### src/rtl/fp_div_iter_if.sv
// Handshake and operand bus for fp_div_iter.
// The master drives the start request and operands; the slave (the divider)
// returns busy, the one-cycle valid pulse, the quotient and the exception flag.
interface fp_div_iter_if #(
  parameter int EXP_W = 8,
  parameter int MAN_W = 23
);
  localparam int W = 1 + EXP_W + MAN_W;

  logic         enable;
  logic [W-1:0] x;
  logic [W-1:0] y;
  logic         busy;
  logic         valid;
  logic [W-1:0] z;
  logic [1:0]   overflow;

  modport master (
    output enable, x, y,
    input  busy, valid, z, overflow
  );

  modport slave (
    input  enable, x, y,
    output busy, valid, z, overflow
  );
endinterface

### src/rtl/fp_div_iter.sv
// Iterative floating-point divider z = x / y with configurable exponent and
// mantissa widths. The mantissa quotient comes from a one-bit-per-cycle
// restoring divider. Denormal inputs are read as signed zero and denormal
// results flush to zero.
//
// Build option: FP_DIV_ROUND_EN selects round-to-nearest-even; without it the
// quotient is truncated (round toward zero).
//
// state  | meaning
// -------+-----------------------------------------------------------------
// S_IDLE | waiting for enable; operands captured on the accept edge
// S_DIV  | restoring division, one quotient bit per cycle, counter to 0
// S_NORM | quotient below 1.0 is shifted left and the exponent decremented
// S_PACK | round, range check, register z/overflow and pulse valid
// S_SPEC | zero/inf/NaN operand: emit the precomputed special result
module fp_div_iter #(
  parameter int EXP_W = 8,
  parameter int MAN_W = 23
) (
  input logic           clk,
  input logic           rst,
  fp_div_iter_if.slave  div_if
);

  localparam int W     = 1 + EXP_W + MAN_W;
  // Quotient bits: hidden, MAN_W mantissa, guard, plus one spare so that a
  // quotient below 1.0 still has a guard bit after the normalising shift.
  localparam int QW    = MAN_W + 3;
  localparam int CNT_W = $clog2(QW);
  localparam int BIAS  = (1 << (EXP_W - 1)) - 1;
  localparam int EW    = EXP_W + 2;

  localparam logic [EXP_W-1:0]      EXP_ONES = '1;
  localparam logic signed [EW-1:0]  EXP_TOP  = EW'((1 << EXP_W) - 1);
  localparam logic signed [EW-1:0]  EXP_ZERO = EW'(0);
  localparam logic [CNT_W-1:0]      CNT_LOAD = CNT_W'(QW - 1);

  typedef enum logic [2:0] {
    S_IDLE,
    S_DIV,
    S_NORM,
    S_PACK,
    S_SPEC
  } state_t;

  state_t                  state_q, state_d;
  logic                    sign_q, sign_d;
  logic signed [EW-1:0]    exp_q, exp_d;
  logic [MAN_W+1:0]        rem_q, rem_d;
  logic [MAN_W:0]          dvs_q, dvs_d;
  logic [QW-1:0]           quo_q, quo_d;
  logic [CNT_W-1:0]        cnt_q, cnt_d;
  logic [W-1:0]            spz_q, spz_d;
  logic [1:0]              spf_q, spf_d;
  logic [W-1:0]            z_q, z_d;
  logic [1:0]              ovf_q, ovf_d;
  logic                    valid_q, valid_d;

  // Operand fields and classification, only meaningful on the accept edge.
  logic                    xs, ys;
  logic [EXP_W-1:0]        xe, ye;
  logic [MAN_W-1:0]        xm, ym;
  logic                    x_zero, y_zero, x_inf, y_inf, x_nan, y_nan;
  logic                    x_spec, y_spec, sgn;
  logic [W-1:0]            z_qnan, z_inf, z_zero;

  assign {xs, xe, xm} = div_if.x;
  assign {ys, ye, ym} = div_if.y;

  assign x_zero = (xe == '0);
  assign y_zero = (ye == '0);
  assign x_inf  = (xe == EXP_ONES) && (xm == '0);
  assign y_inf  = (ye == EXP_ONES) && (ym == '0);
  assign x_nan  = (xe == EXP_ONES) && (xm != '0);
  assign y_nan  = (ye == EXP_ONES) && (ym != '0);
  assign x_spec = x_zero || (xe == EXP_ONES);
  assign y_spec = y_zero || (ye == EXP_ONES);
  assign sgn    = xs ^ ys;

  assign z_qnan = {1'b0, EXP_ONES, {1'b1, {(MAN_W-1){1'b0}}}};
  assign z_inf  = {sgn, EXP_ONES, {MAN_W{1'b0}}};
  assign z_zero = {sgn, {(W-1){1'b0}}};

  // Restoring divide step: subtract when the partial remainder covers the
  // divisor, then shift the remainder for the next quotient bit.
  logic             div_ge;
  logic [MAN_W+1:0] rem_sub;

  assign div_ge  = (rem_q >= {1'b0, dvs_q});
  assign rem_sub = div_ge ? (rem_q - {1'b0, dvs_q}) : rem_q;

  // Rounding increment. quo_q is normalised by the time PACK uses it:
  // quo_q[QW-1] hidden, quo_q[QW-2:2] mantissa, quo_q[1] guard, quo_q[0]
  // plus any leftover remainder form the sticky bit.
  logic round_up;
`ifdef FP_DIV_ROUND_EN
  assign round_up = quo_q[1] & (quo_q[2] | quo_q[0] | (|rem_q));
`else
  assign round_up = 1'b0;
`endif

  logic [MAN_W+1:0]      man_rnd;
  logic                  rnd_carry;
  logic [MAN_W-1:0]      man_fin;
  logic signed [EW-1:0]  exp_rnd;

  // Rounded significand and exponent feeding the PACK range check.
  always_comb begin
    man_rnd   = {1'b0, quo_q[QW-1:2]} + (MAN_W+2)'(round_up);
    rnd_carry = man_rnd[MAN_W+1];
    man_fin   = rnd_carry ? man_rnd[MAN_W:1] : man_rnd[MAN_W-1:0];
    exp_rnd   = exp_q + EW'(rnd_carry);
  end

  // Next-state and datapath updates for the sequencing FSM.
  always_comb begin
    state_d = state_q;
    sign_d  = sign_q;
    exp_d   = exp_q;
    rem_d   = rem_q;
    dvs_d   = dvs_q;
    quo_d   = quo_q;
    cnt_d   = cnt_q;
    spz_d   = spz_q;
    spf_d   = spf_q;
    z_d     = z_q;
    ovf_d   = ovf_q;
    valid_d = 1'b0;

    case (state_q)
      S_IDLE: begin
        if (div_if.enable) begin
          sign_d = sgn;
          exp_d  = EW'(xe) - EW'(ye) + EW'(BIAS);
          rem_d  = {1'b0, 1'b1, xm};
          dvs_d  = {1'b1, ym};
          quo_d  = '0;
          cnt_d  = CNT_LOAD;
          if (x_nan || y_nan || (x_zero && y_zero) || (x_inf && y_inf)) begin
            spz_d = z_qnan;
            spf_d = 2'b11;
          end else if (y_zero) begin
            spz_d = z_inf;
            spf_d = 2'b11;
          end else if (x_inf) begin
            spz_d = z_inf;
            spf_d = 2'b00;
          end else begin
            spz_d = z_zero;
            spf_d = 2'b00;
          end
          state_d = (x_spec || y_spec) ? S_SPEC : S_DIV;
        end
      end

      S_DIV: begin
        quo_d = {quo_q[QW-2:0], div_ge};
        rem_d = rem_sub << 1;
        cnt_d = cnt_q - 1'b1;
        if (cnt_q == '0) begin
          state_d = S_NORM;
        end
      end

      S_NORM: begin
        if (!quo_q[QW-1]) begin
          quo_d = quo_q << 1;
          exp_d = exp_q - EW'(1);
        end
        state_d = S_PACK;
      end

      S_PACK: begin
        if (exp_rnd >= EXP_TOP) begin
          z_d   = {sign_q, EXP_ONES, {MAN_W{1'b0}}};
          ovf_d = 2'b01;
        end else if (exp_rnd <= EXP_ZERO) begin
          z_d   = {sign_q, {(W-1){1'b0}}};
          ovf_d = 2'b10;
        end else begin
          z_d   = {sign_q, exp_rnd[EXP_W-1:0], man_fin};
          ovf_d = 2'b00;
        end
        valid_d = 1'b1;
        state_d = S_IDLE;
      end

      S_SPEC: begin
        z_d     = spz_q;
        ovf_d   = spf_q;
        valid_d = 1'b1;
        state_d = S_IDLE;
      end

      default: begin
        state_d = S_IDLE;
      end
    endcase
  end

  // State and datapath registers; reset aborts any operation in flight.
  always_ff @(posedge clk) begin
    if (rst) begin
      state_q <= S_IDLE;
      sign_q  <= 1'b0;
      exp_q   <= '0;
      rem_q   <= '0;
      dvs_q   <= '0;
      quo_q   <= '0;
      cnt_q   <= '0;
      spz_q   <= '0;
      spf_q   <= 2'b00;
      z_q     <= '0;
      ovf_q   <= 2'b00;
      valid_q <= 1'b0;
    end else begin
      state_q <= state_d;
      sign_q  <= sign_d;
      exp_q   <= exp_d;
      rem_q   <= rem_d;
      dvs_q   <= dvs_d;
      quo_q   <= quo_d;
      cnt_q   <= cnt_d;
      spz_q   <= spz_d;
      spf_q   <= spf_d;
      z_q     <= z_d;
      ovf_q   <= ovf_d;
      valid_q <= valid_d;
    end
  end

  assign div_if.busy     = (state_q != S_IDLE);
  assign div_if.valid    = valid_q;
  assign div_if.z        = z_q;
  assign div_if.overflow = ovf_q;

endmodule

### src/flat_wrapper.sv
// flat-port wrapper written by rule: the top's interface ports become plain ports
module fp_div_iter_flat 
#(
  parameter int EXP_W = 8,
  parameter int MAN_W = 23
)
  (clk, rst, div_if_enable, div_if_x, div_if_y, div_if_busy, div_if_valid, div_if_z, div_if_overflow);
  fp_div_iter_if #(.EXP_W(EXP_W), .MAN_W(MAN_W)) div_if_i ();
  input logic clk;
  input logic rst;
  input wire logic [$bits(div_if_i.enable)-1:0] div_if_enable;
  input wire logic [$bits(div_if_i.x)-1:0] div_if_x;
  input wire logic [$bits(div_if_i.y)-1:0] div_if_y;
  output wire logic [$bits(div_if_i.busy)-1:0] div_if_busy;
  output wire logic [$bits(div_if_i.valid)-1:0] div_if_valid;
  output wire logic [$bits(div_if_i.z)-1:0] div_if_z;
  output wire logic [$bits(div_if_i.overflow)-1:0] div_if_overflow;
  assign div_if_i.enable = div_if_enable;
  assign div_if_i.x = div_if_x;
  assign div_if_i.y = div_if_y;
  assign div_if_busy = div_if_i.busy;
  assign div_if_valid = div_if_i.valid;
  assign div_if_z = div_if_i.z;
  assign div_if_overflow = div_if_i.overflow;
  fp_div_iter #(.EXP_W(EXP_W), .MAN_W(MAN_W)) u_core (.clk(clk), .rst(rst), .div_if(div_if_i));
endmodule
### config.mk
export PLATFORM = sky130hd
export DESIGN_NAME = fp_div_iter_flat
export DESIGN_NICKNAME = d
export VERILOG_FILES = /design/src/rtl/fp_div_iter_if.sv /design/src/rtl/fp_div_iter.sv /design/src/flat_wrapper.sv
export SDC_FILE = /design/constraint.sdc
export NUM_CORES = 1
export LEC_CHECK = 0
export BUFFER_PORTS_ARGS = -buffer_cell sky130_fd_sc_hd__buf_2
export CORE_AREA = 2 2 122 124
export CTS_BUF_LIST = sky130_fd_sc_hd__clkbuf_4 sky130_fd_sc_hd__clkbuf_8
export CTS_CLUSTER_DIAMETER = 150
export DETAILED_ROUTE_END_ITERATION = 10
export DIE_AREA = 0 0 124 126
export PLACE_DENSITY_LB_ADDON = 0.12
export SLEW_MARGIN = 10
export SYNTH_ARGS = -nofsm -noshare
export SYNTH_HDL_FRONTEND = slang
export SYNTH_SLANG_ARGS = --single-unit
### constraint.sdc
create_clock -name clk -period 3.2 [get_ports clk]
set_input_delay 0.64 -clock clk [delete_from_list [all_inputs] [get_ports clk]]
set_output_delay 0.64 -clock clk [all_outputs]
set_load 0.02 [all_outputs]
==> impl_metrics.yaml <==
timing:
  timing.clock.skew_ns: 0.0102
  timing.setup.tns_ns: 0
  final_slew_viol_count: 0
  maxSlewHeadroom: 0.432
  report.final.hold_viol_count: 0
  final_worst_path_setup_slack_ns: 0.205
  setup_repair_after_global_routing_missed_its_margin: "false"
  worstMarginPinSlew_ns: 0.852
  setup_violations: 0
  clock.fmax_ghz: 0.334
  min_period_over_period: 0.936
  final_period_minus_worst_setup_slack_ns: 3.00
placed_design:
  detailed_place_hpwl_mm: 14.3
  port_buffers: 102
  gp_congestion: 0.900
  preCtsSetupSlack_ns: 0.216
global_routing:
  pin_count_of_the_biggest_net_entering_global_routing: 51
  grt_use_total: 0.260
  gr-usage-met2: 0.424
  grt.met1_usage: 0.339
  grt_first_pass_wirelength_mm: 33.0
  antenna_found_initial: 0
  grt_pass1_vias: 6988
  met3_usage: 0.0616
  globalRouteOverflowTotal: 0
  global_route.peak_usage_layer: "met2"
clock_tree:
  cts_buffers: 17
  maximum_clock_path_buffer_count: 2
  clk_root_buffer_cell: "clkbuf_8"
  insertion_delay_ns: 0.44
  cts_hold_buf: 0
  cts_repair_resized_insts: 0
  clock_sinks: 133
  clkSlewWorstSetupHoldPaths_ns: 0.08
  htree_num_levels: 4
  cts_setup_buffers: 0
  tritoncts: "done"
synth:
  synth_async_sr_flop_share: 0
  syn_area_sq_um: 7730
  synth_top_family_by_area: "compound AO/OA/AOI/OAI gates"
  avgSynthCellArea_sq_um: 7.78
  ys_types: 78
  yosys.area.top_type: "dfxtp_1"
  post_synth_mux_area_share: 0.0248
  synth_seq_area_share: 0.345
  synth.ff_latch_count: 133
  synth_warnings: 0
  syn-instance-count: 993
  netlist_top_cells_area: "dfxtp_1 34%, a21oi_1 6.3%, ha_1 6.2%"
  post-synth-top-area-fraction: 0.345
  post_synth_fa_ha_maj_area_fraction: 0.0654
  synthSimpleGateAreaFrac: 0.217
  post_synth_xor_area_fraction: 0.0329
  synth.net_count: 1099
  synth_enable_flop_cells: 0
  synth_flop_cell: "dfxtp_1"
  synth-compound-area-share: 0.257
power_and_ir_drop:
  internal-power_w: 0.00381
  p_leak_nw: 3.57
  switchingPower_w: 0.00248
  power.sequential.fraction: 0.313
  clock_power_share: 0.242
  maximum_vdd_drop_uv: 344
  power_frac_comb: 0.445
  fraction_of_power_spent_switching_nets: 0.394
  cellPowerDensity_nw_per_um2: 715
routing:
  via_per_inst: 5.87
  violation_count_after_the_first_detailed_routing_iteration: 440
  route.vias.total: 7417
  ant_nets: 0
  drt_first_pass_iters: 5
  drc_violations_left: 0
  routed_wl_mm: 19.7
  wire_per_inst_um: 15.6
worst_setup_path:
  worst_setup_sp_type: "register"
  r2r-end: "u_core.rem_q[1]"
  criticalPathCategory: "register to register"
  arrival_ns: 3.35
  critPathCaptureType: "register"
  worst-path-max-fanout: 29
  r2r.worst_path.cells: 11
  reg2reg_from: "u_core.dvs_q[1]"
  critical_path_rt_ns: 3.55
  reg2reg_slack_ns: 0.20
final_layout:
  multi_input_comb_area_sq_um: 4630
  area.sequential_sq_um: 2660
  antenna_diode_instance_count: 0
  layout.filler_cells: 1366
  final_layout_size_suffix_gt1_frac: 0.163
  layout.cells.most_common_list: "133 x dfxtp_1, 115 x nor2_1, 106 x nand2_1"
  mostFrequentLayoutCell: "dfxtp_1"
  num-nets-final: 1173
  layout-area-overhead-vs-synth_pct: 14.0
worst_hold_path:
  hold_class: "input pin to register"
  worst_hold_path.endpoint: "u_core.dvs_q[7]"
  min-delay-start: "div_if_y[7]"
  whs_path_depth: 3
die:
  floorplan.initialDensity: 0.540
  die_w_um: 124
  placeableCoreArea_sq_um: 14300
  die_height_um: 126
  core.rowCount: 44
  die_area_sq_um: 15600
  io_pins: 103
flow_run:
  timing.max_cap.violations: 0
status:
  outcome: "completed"
## cell type report
cell class / count / share of cell area
multi-input cells: 746 / 0.525
flip-flops and latches: 133 / 0.302
repair buffers: 120 / 0.0764
clock buffers: 20 / 0.0298
well taps: 184 / 0.0261
inverters: 49 / 0.0209
clock inverters: 12 / 0.0192
## sequential cells by signal (all words and copies together), names as in the netlist
register,count
u_core.state_q,3
u_core.spf_q,1
u_core.div_if.valid,1
u_core.cnt_q,5
u_core.dvs_q,24
u_core.exp_q,10
u_core.quo_q,26
u_core.div_if.z,32
u_core.sign_q,1
u_core.div_if.overflow,2
u_core.spz_q,3
u_core.rem_q,25
## cell usage after synthesis, types with 5 or more instances
cell type  count
nor2b_1        7
nand2_1      106
a21oi_1       98
nand3_1       24
a31oi_1        9
ha_1          38
o21ai_0       42
a31o_2         6
xnor2_1       17
o211ai_1       5
inv_1         48
a21o_1         6
dfxtp_1      133
or4_1          6
nor3_1        23
xor2_1        12
or3_1          9
a211oi_1      22
nand4_1        8
a22oi_1       54
and3_1         6
mux2i_1       18
clkbuf_1      55
nor3b_1        8
and2_1         6
nand2b_1       6
o22ai_1        7
nor4_1        14
o21a_1        10
nor2_1       116
## metal layers
| metal | share of wire | wire, um | vias to the layer above |
|---|---|---|---|
| met1 | 0.47 | 9230 | 3461 |
| met4 | 0.020 | 401 | 0 |
| met2 | 0.47 | 9190 | 180 |
| met3 | 0.045 | 891 | 36 |
| li1 | - | - | 3740 |
| met5 | 0 | 0 | - |
## worst max-delay path by stage
| stage | startpoint | end | slack (ns) |
|---|---|---|---|
| after CTS | u_core.dvs_q[18] | u_core.rem_q[14] | 0.20 |
| after floorplan | div_if_y[24] | u_core.exp_q[5] | 0.50 |
| after detailed placement | div_if_y[24] | u_core.exp_q[8] | 0.22 |
| final | u_core.dvs_q[1] | u_core.rem_q[1] | 0.20 |
| after global placement | u_core.dvs_q[1] | u_core.rem_q[2] | 0.29 |
| after global routing | u_core.dvs_q[1] | u_core.rem_q[2] | 0.02 |
## critical path, cell delays in order (launching register included)
cell	delay, ns
dfxtp_1	0.41
inv_1	0.08
ha_1	0.29
nor2b_4	0.16
o211ai_2	0.09
a31o_1	0.27
o311a_4	0.37
a211oi_4	0.27
o21bai_2	0.13
and2_4	0.29
or4_1	0.44
o311ai_1	0.09
## cells by family after synthesis
group | Yosys count
fa+ha+maj | 40
xor+xnor | 29
compound gates | 301
mux | 19
simple gates | 357
flops | 133
buf+inv | 114
## power groups by stage
stage | sequential [W] | combinational [W] | clock (W)
after global placement | 0.00200 | 0.00275 | 0
after global routing | 0.00199 | 0.00314 | 0.00162
after floorplan | 0.00195 | 0.00226 | 0
after CTS | 0.00197 | 0.00279 | 0.00156
after detailed placement | 0.00200 | 0.00278 | 0
final | 0.00197 | 0.00280 | 0.00152
## through the flow
step | power [W] | utilization | area, sq um | cells | hold slack [ns]
floorplan | 0.00421 | - | 7730 | 993 | 0.436
global placement | 0.00476 | 0.585 | 8380 | 1232 | 0.441
detailed placement | 0.00478 | 0.585 | 8380 | 1232 | 0.450
CTS | 0.00631 | 0.615 | 8810 | 1264 | 0.406
global route | 0.00675 | 0.615 | 8810 | 1264 | 0.441
finish | 0.00630 | 0.615 | 8810 | 1264 | 0.441
Power figures use the tool's default switching activity.
